<file path="config.mk">
export PLATFORM = sky130hd
export DESIGN_NAME = divider_top
export DESIGN_NICKNAME = d
export VERILOG_FILES = /design/src/rtl/divider_top.sv
export SDC_FILE = /design/constraint.sdc
export NUM_CORES = 1
export LEC_CHECK = 0
export ABC_AREA = 0
export CELL_PAD_IN_SITES_DETAIL_PLACEMENT = 1
export CELL_PAD_IN_SITES_GLOBAL_PLACEMENT = 1
export CORE_UTILIZATION = 45
export CTS_BUF_LIST = sky130_fd_sc_hd__clkbuf_8 sky130_fd_sc_hd__clkbuf_16
export DETAILED_ROUTE_END_ITERATION = 10
export GPL_TIMING_DRIVEN = 0
export PLACE_DENSITY_LB_ADDON = 0.1
export SYNTH_ARGS = -nofsm -noshare
export SYNTH_HDL_FRONTEND = slang
export SYNTH_SLANG_ARGS = --single-unit
</file>
<file path="constraint.sdc">
create_clock -name clk_i -period 6.05 [get_ports clk_i]
set_input_delay 0.605 -clock clk_i [delete_from_list [all_inputs] [get_ports clk_i]]
set_output_delay 0.605 -clock clk_i [all_outputs]
set_load 0.005 [all_outputs]
</file>
<file path="src/rtl/divider_top.sv">
// divider_top: iterative radix-2 restoring divider for RV32M DIV/DIVU/REM/REMU
module divider_top #(
  parameter int WIDTH = 32,
  parameter int CNT_W = 5
) (
  input  logic             clk_i,
  input  logic             rst_i,
  input  logic             div_en_i,
  input  logic [WIDTH-1:0] op_A_i,
  input  logic [WIDTH-1:0] op_B_i,
  input  logic             signed_i,
  input  logic             rem_i,
  output logic [WIDTH-1:0] result_o,
  output logic             done_o
);
  typedef enum logic [2:0] {IDLE, INIT, CALC, FIX, DONE} state_t;
  localparam logic [WIDTH-1:0] MIN_NEG = {1'b1, {(WIDTH-1){1'b0}}};
  state_t           state, state_n;
  logic [CNT_W-1:0] cnt;
  logic [WIDTH-1:0] a_q, b_q, rem_q, quo_q;
  logic             sgn_q, sel_q;
  logic             a_neg, b_neg, div_zero, ovf;
  logic [WIDTH-1:0] a_mag, b_mag, q_fix, r_fix;
  logic [WIDTH:0]   shifted, trial;
  // operand magnitudes, special-case detection, one restoring step and sign fix-up
  always_comb begin
    a_neg    = sgn_q & a_q[WIDTH-1];
    b_neg    = sgn_q & b_q[WIDTH-1];
    a_mag    = a_neg ? -a_q : a_q;
    b_mag    = b_neg ? -b_q : b_q;
    div_zero = b_q == '0;
    ovf      = sgn_q && a_q == MIN_NEG && b_q == '1;
    shifted  = {rem_q, quo_q[WIDTH-1]};
    trial    = shifted - {1'b0, b_mag};
    q_fix    = (a_neg ^ b_neg) ? -quo_q : quo_q;
    r_fix    = a_neg ? -rem_q : rem_q;
  end
  // state register
  always_ff @(posedge clk_i or negedge rst_i)
    if (!rst_i) state <= IDLE;
    else        state <= state_n;
  // next-state selection; CALC ends after the iteration where the counter is all ones
  always_comb begin
    state_n = state;
    case (state)
      IDLE:    state_n = div_en_i ? INIT : IDLE;
      INIT:    state_n = (div_zero || ovf) ? DONE : CALC;
      CALC:    state_n = &cnt ? FIX : CALC;
      FIX:     state_n = DONE;
      DONE:    state_n = div_en_i ? DONE : IDLE;
      default: state_n = IDLE;
    endcase
  end
  // datapath: operand latch, fast-path results, iteration registers and result/done
  always_ff @(posedge clk_i or negedge rst_i) begin
    if (!rst_i) begin
      cnt      <= '0;
      a_q      <= '0;
      b_q      <= '0;
      rem_q    <= '0;
      quo_q    <= '0;
      sgn_q    <= 1'b0;
      sel_q    <= 1'b0;
      result_o <= '0;
      done_o   <= 1'b0;
    end else begin
      case (state)
        IDLE: if (div_en_i) begin
          a_q    <= op_A_i;
          b_q    <= op_B_i;
          sgn_q  <= signed_i;
          sel_q  <= rem_i;
          done_o <= 1'b0;
        end
        INIT: begin
          cnt   <= '0;
          rem_q <= '0;
          quo_q <= a_mag;
          if (div_zero) begin
            result_o <= sel_q ? a_q : '1;
            done_o   <= 1'b1;
          end else if (ovf) begin
            result_o <= sel_q ? '0 : MIN_NEG;
            done_o   <= 1'b1;
          end
        end
        CALC: begin
          cnt   <= cnt + 1'b1;
          quo_q <= {quo_q[WIDTH-2:0], ~trial[WIDTH]};
          rem_q <= trial[WIDTH] ? shifted[WIDTH-1:0] : trial[WIDTH-1:0];
        end
        FIX: begin
          result_o <= sel_q ? r_fix : q_fix;
          done_o   <= 1'b1;
        end
        DONE: if (!div_en_i) done_o <= 1'b0;
        default: ;
      endcase
    end
  end
endmodule

</file>
# ---- Word level (Yosys, flattened, before mapping)
# Cells that the tools add are included.
dict set report classes {
  reduce_logical 12
  bitwise 4
  n_addsub 6
  n_eq_ne 9
  mux 24
}
# operator count
set op_table {}
lappend op_table {{32-bit two-way mux} 10}
lappend op_table {{32-bit case mux with 2 select lines} 3}
lappend op_table {{32-bit negator} 4}
lappend op_table {{32-bit == test, second input constant} 2}
lappend op_table {{33-bit by 32-bit subtractor with 33-bit output} 1}
lappend op_table {{32-bit logical NOT} 1}
lappend op_table {{3-bit case mux with 5 select lines} 1}
lappend op_table {{5-bit case mux with 2 select lines} 1}
lappend op_table {{3-bit by 2-bit == test with 1-bit output, second input constant} 2}
lappend op_table {{1-bit two-way mux} 6}
lappend op_table {{3-bit two-way mux} 2}
lappend op_table {{5-bit by 1-bit adder with 5-bit output, second input constant} 1}
lappend op_table {{5-bit AND reduction} 1}
lappend op_table {{2-bit inequality test, second input constant} 2}
lappend op_table {{1-bit case mux with 4 select lines} 1}
lappend op_table {{2-bit AND reduction} 2}
lappend op_table {{4-bit AND reduction} 1}
lappend op_table {{2-bit nonzero test} 2}
lappend op_table {{4-bit nonzero test} 1}
lappend op_table {{3-bit by 1-bit == test with 1-bit output, second input constant} 1}
lappend op_table {{3-bit == test, second input constant} 1}
lappend op_table {{3-bit logical NOT} 1}
lappend op_table {{3-bit inequality test, second input constant} 1}
lappend op_table {{1-bit AND} 2}
lappend op_table {{4 further kinds} 5}
dict set report totals {
  output_inout_bits 33
  wordCells 65
  in_bits 69
  register_bits 171
}

# ---- Depth between registers and ports, before layout
dict set report depth {
  word_depth 6
  ltp_mapped 20
  depth_no_buf 18
}

# ---- Worst setup path after synthesis
# Ideal clock, no wire load.
dict set report synth_path {
  kind {register -> register}
  from {register b_q[2]}
  to {register rem_q[4]}
  path_stages_with_launch 19
  arrival_time_ps 4435
  setup_ps 135
  synth_period_minus_slack_ps 4570
  path_buffers 3
  slack_ps 1480
  required_ps 5915
  cell_sequence {dfrtp_1 -> or4_1 -> nor4_1 -> and2_1 -> clkbuf_1 -> nand2_1 -> o31a_1 -> xnor2_1 -> ha_1 -> clkbuf_1 -> a21o_1 -> a21o_1 -> nor3_1 -> a2111o_1 -> or4b_1 -> o211ai_2 -> buf_4 -> mux2i_1 -> o21ai_0}
}
dict set report synth_via {
  elab_chain_cells 5
}
# item line_no
set synth_lines {}
lappend synth_lines {{start: declaration} 20} ;# logic [WIDTH-1:0] a_q, b_q, rem_q, quo_q;
lappend synth_lines {{start signal: assignment} 70} ;# b_q <= op_B_i;
lappend synth_lines {{32-bit negator} 30} ;# b_mag = b_neg ? -b_q : b_q;
lappend synth_lines {{32-bit two-way mux *} 30}
lappend synth_lines {{33-bit by 32-bit subtractor with 33-bit output *} 34} ;# trial = shifted - {1'b0, b_mag};
lappend synth_lines {{32-bit two-way mux *} 90} ;# rem_q <= trial[WIDTH] ? shifted[WIDTH-1:0] : trial[WIDTH-1:0];
lappend synth_lines {{32-bit case mux with 2 select lines *} 67} ;# case (state)
lappend synth_lines {{end signal: assignment} 90}
lappend synth_lines {{end: declaration} 20}
# Mark *: on every way between the ends. The rest lies on a longest branch, timed or not.
# A chain may end at the register's enable or synchronous reset.

# ---- Final worst setup path
dict set report layout_path {
  from {register b_q[2]}
  to {register rem_q[31]}
}
# Same word-level chain as after synthesis.

==> run summary <==
status = finished, final reports clean
worst path required time = 6.36 ns
mapped cell area = 11800 um^2
WP depth = 18
Slew @ Worst Pin = 1.16 ns
syn_area_per_cell = 8.85 um^2
Synth area leaders = dfrtp_1, o21ai_0, xnor2_1
Inst Count DP = 1771
fin crit share = 94.5%
critical path class = flop to flop
power share of the combinational group = 62.1%
Storage cell area = 4280 um^2
Iter 0 DRT Violations = 730
CTS tree = built
GR peak layer = met2
CP top delay family = simple AND/OR/NAND/NOR gates
# nets final = 1569
M3 GR Usage = 5.53%
Clock Pin Slew Worst Setup and Hold Paths = 0.08 ns
share of synthesized area occupied by flip-flops and latches = 36.2%
Post-DP Area = 13300 um^2
Final Non-Filler Cells = 1803
Area Growth Syn to Fin = 17.7%
Yosys reg bits = 171
CTS sink count = 171
DRT antenna net count = 0
initial antenna violation count = 1
RSZ-0062 raised after global routing = false
Sum Neg Setup Slack = 0 ns
diode count = 0
CP Data Arrival Time = 6.03 ns
clk_lat worst skew = 0.44 ns
CORE AREA = 25500 um^2
DR pass1 iterations = 7
Total Wirelength = 42400 um
Worst setup EP type = flop
worst vdd ir = 254 uV
Vias = 11300
Routed WL per cell = 23.5 um
Gate Count Post-Synth = 1337
Hold Worst Slack = 0.123 ns
slew margin rel. = 22.3%
crit-path max FO = 10
Post-synth EDFFs = 0
synth warn = 0
Die ar. = 26900 um^2
Worst path slowest cell = or4_1
gr ovfl total = 0
Crit path largest cell delay = 0.65 ns
CP startpoint = b_q[2]$_DFFE_PN0P_
Max Transition Viols Final = 0
vias per cell = 6.26
Post-CTS Resized = 0
Num CTS Buffers = 17
post-route cell area = 13900 um^2
Multi-input gate area = 7170 um^2
ys flop type = dfrtp_1
Yosys top cell area share = 36.2%
total net switching power = 4780 uW
Fmax achieved = 175 MHz
Sw Ratio = 51.5%
fillers = 3031
Net Count, Synth = 1446
crit-path cells = or4_1, nor4_2, and2_1, clkbuf_1, nand2_1, o31a_1, xnor2_1, ha_1, clkbuf_1, a21o_1, a21o_1, nor3_1, a2111o_1, or4b_1, o211ai_2, buf_2, a2bb2oi_1, o21ai_0
worst reg2reg path depth = 18
grt met1 use = 40.1%
clock buffer depth = 2
P per Cell Area = 667 nW/um^2
CTS root buf = clkbuf_16
hpwl dp = 32600 um
Hold Buf Count CTS = 0
reg2reg end = rem_q[31]$_DFFE_PN0P_
Buf/Inv on CP = 3
min Tclk post-route = 5.72 ns
Setup crit end = rem_q[31]$_DFFE_PN0P_
Final Setup Violations = 0
Netlist cell types = 72
max cap viols = 0
met2 Use GR = 55.4%
total number of H-tree levels = 4
dominant cell type by area after synthesis = dfrtp_1
# DRC = 0
R2R Setup Slk = 0.33 ns
Die Span Y = 164 um
die span in x = 164 um
io pins = 102
Final Skew = 0.0134 ns
GRT Total Usage = 32.6%
Final Hold Fails = 0
RR Startpoint = b_q[2]$_DFFE_PN0P_
PortBufs = 101
layout cells sized above 1 = 8.01%
row cnt = 58
Leakage = 0.00566 uW
number of global-route vias before repair = 11700
Hold WC Path Type = input pin to asynchronous set/reset pin
first-pass GRT wire length = 66900 um
Clk pwr share = 12.0%
GP Congestion = 0.974
Post-CTS Setup Bufs = 0
FFs w/ async S/R, synth = 100%
sequential power share = 25.9%
initial core utilization = 46.4%
Pint = 4500 uW
CP startpoint kind = flop
largest net degree at the start of global routing = 88
-- how the worst min path moves through the flow --
| stage | from | end | cells after the start |
|---|---|---|---|
| 2_1_floorplan | rst_i | a_q[0]$_DFFE_PN0P_ | 0 |
| 3_3_place_gp | result_o[7]$_DFFE_PN0P_ | result_o[7]$_DFFE_PN0P_ | 2 |
| 3_5_place_dp | result_o[20]$_DFFE_PN0P_ | result_o[20]$_DFFE_PN0P_ | 2 |
| 4_1_cts | rst_i | state[2]$_DFF_PN0_ | 1 |
| 5_1_grt | rst_i | state[2]$_DFF_PN0_ | 1 |
| 6_report | rst_i | state[2]$_DFF_PN0_ | 1 |
-- state kept, by name (all words and copies together), names as in the netlist, 3 cells and up --
name,cells
a_q,32
b_q,32
cnt,5
quo_q,32
rem_q,32
result_o,32
state,3
-- cells in the final DEF, fill, tap and decap left out, drive strengths merged, types with 11 or more instances in the layout --
cell,count
or3,12
clkbuf,82
ha,39
nand4,14
o22ai,11
nand2,124
xnor2,78
a21oi,91
clkdlybuf4s50,100
o31ai,23
mux2i,27
a211oi,12
nor2,88
xor2,68
or4,18
a31oi,15
inv,35
buf,16
dfrtp,171
nor4,12
mux2,55
o41ai,11
a22oi,31
nand3,20
a21o,14
nor3,30
o21ai,153
-- per-layer routing --
layer | up-vias | share of wire [%]
li1 | 5139 | -
met1 | 5611 | 41
met2 | 421 | 48
met3 | 114 | 5.5
met4 | 2 | 4.7
met5 | - | 0.031
-- per-stage QoR --
step	utilization [%]	total power (uW)	worst slack (ns)
3_5_place_dp	52.3	8060	0.250
5_1_grt	54.7	9950	0.116
3_3_place_gp	52.0	7840	-2.89
6_report	54.7	9290	0.330
2_1_floorplan	-	6110	1.48
4_1_cts	54.6	9220	0.185
-- logic make-up after synthesis --
group / count (synthesis) / synth area share [%]
xor gates and xnor gates: 146 / 10.8
muxes: 82 / 7.52
DFF: 171 / 36.2
and+or+nand+nor: 366 / 15.2
adders and majority gates: 40 / 4.29
buffers and inverters: 104 / 3.44
AOI/OAI and AO/OA: 428 / 22.6
-- worst reg2reg max path, cell delays in order, from the launching register on --
cell       delay [ns]
dfrtp_1          0.46
or4_1            0.65
nor4_2           0.52
and2_1           0.22
clkbuf_1         0.35
nand2_1          0.10
o31a_1           0.26
xnor2_1          0.14
ha_1             0.28
clkbuf_1         0.30
a21o_1           0.18
a21o_1           0.15
nor3_1           0.08
a2111o_1         0.43
or4b_1           0.49
o211ai_2         0.25
buf_2            0.38
a2bb2oi_1        0.22
o21ai_0          0.12
-- cell type report --
cell class | instances | area share (%)
buffer | 76 | 2.17
inverter | 28 | 0.755
clock inverter | 14 | 1.07
sequential | 171 | 30.7
clock buffer | 18 | 3.15
tap | 330 | 2.96
timing repair buffer | 104 | 7.65
multi-input combinational | 1062 | 51.5
-- cell usage after synthesis, types with 7 or more instances --
library cell	n
a211oi_1	12
a21o_1	14
a21oi_1	91
a22oi_1	31
a31oi_1	15
and3_1	7
clkbuf_1	64
dfrtp_1	171
ha_1	39
inv_1	28
mux2_2	55
mux2i_1	27
nand2_1	124
nand2b_1	9
nand3_1	20
nand4_1	14
nor2_1	87
nor2b_1	9
nor3_1	29
nor4_1	12
o21ai_0	151
o221ai_1	9
o22ai_1	11
o31ai_1	23
o41ai_1	11
or3_1	12
or4_1	15
xnor2_1	78
xor2_1	68
-- power by group through the flow --
stage | Clock, uW | Combinational [uW] | Sequential, uW
5_1_grt | 1170 | 6310 | 2470
3_3_place_gp | 0 | 5450 | 2380
6_report | 1120 | 5760 | 2410
4_1_cts | 1130 | 5710 | 2390
3_5_place_dp | 0 | 5650 | 2410
2_1_floorplan | 0 | 3980 | 2130
Power figures use the tool's default switching activity.
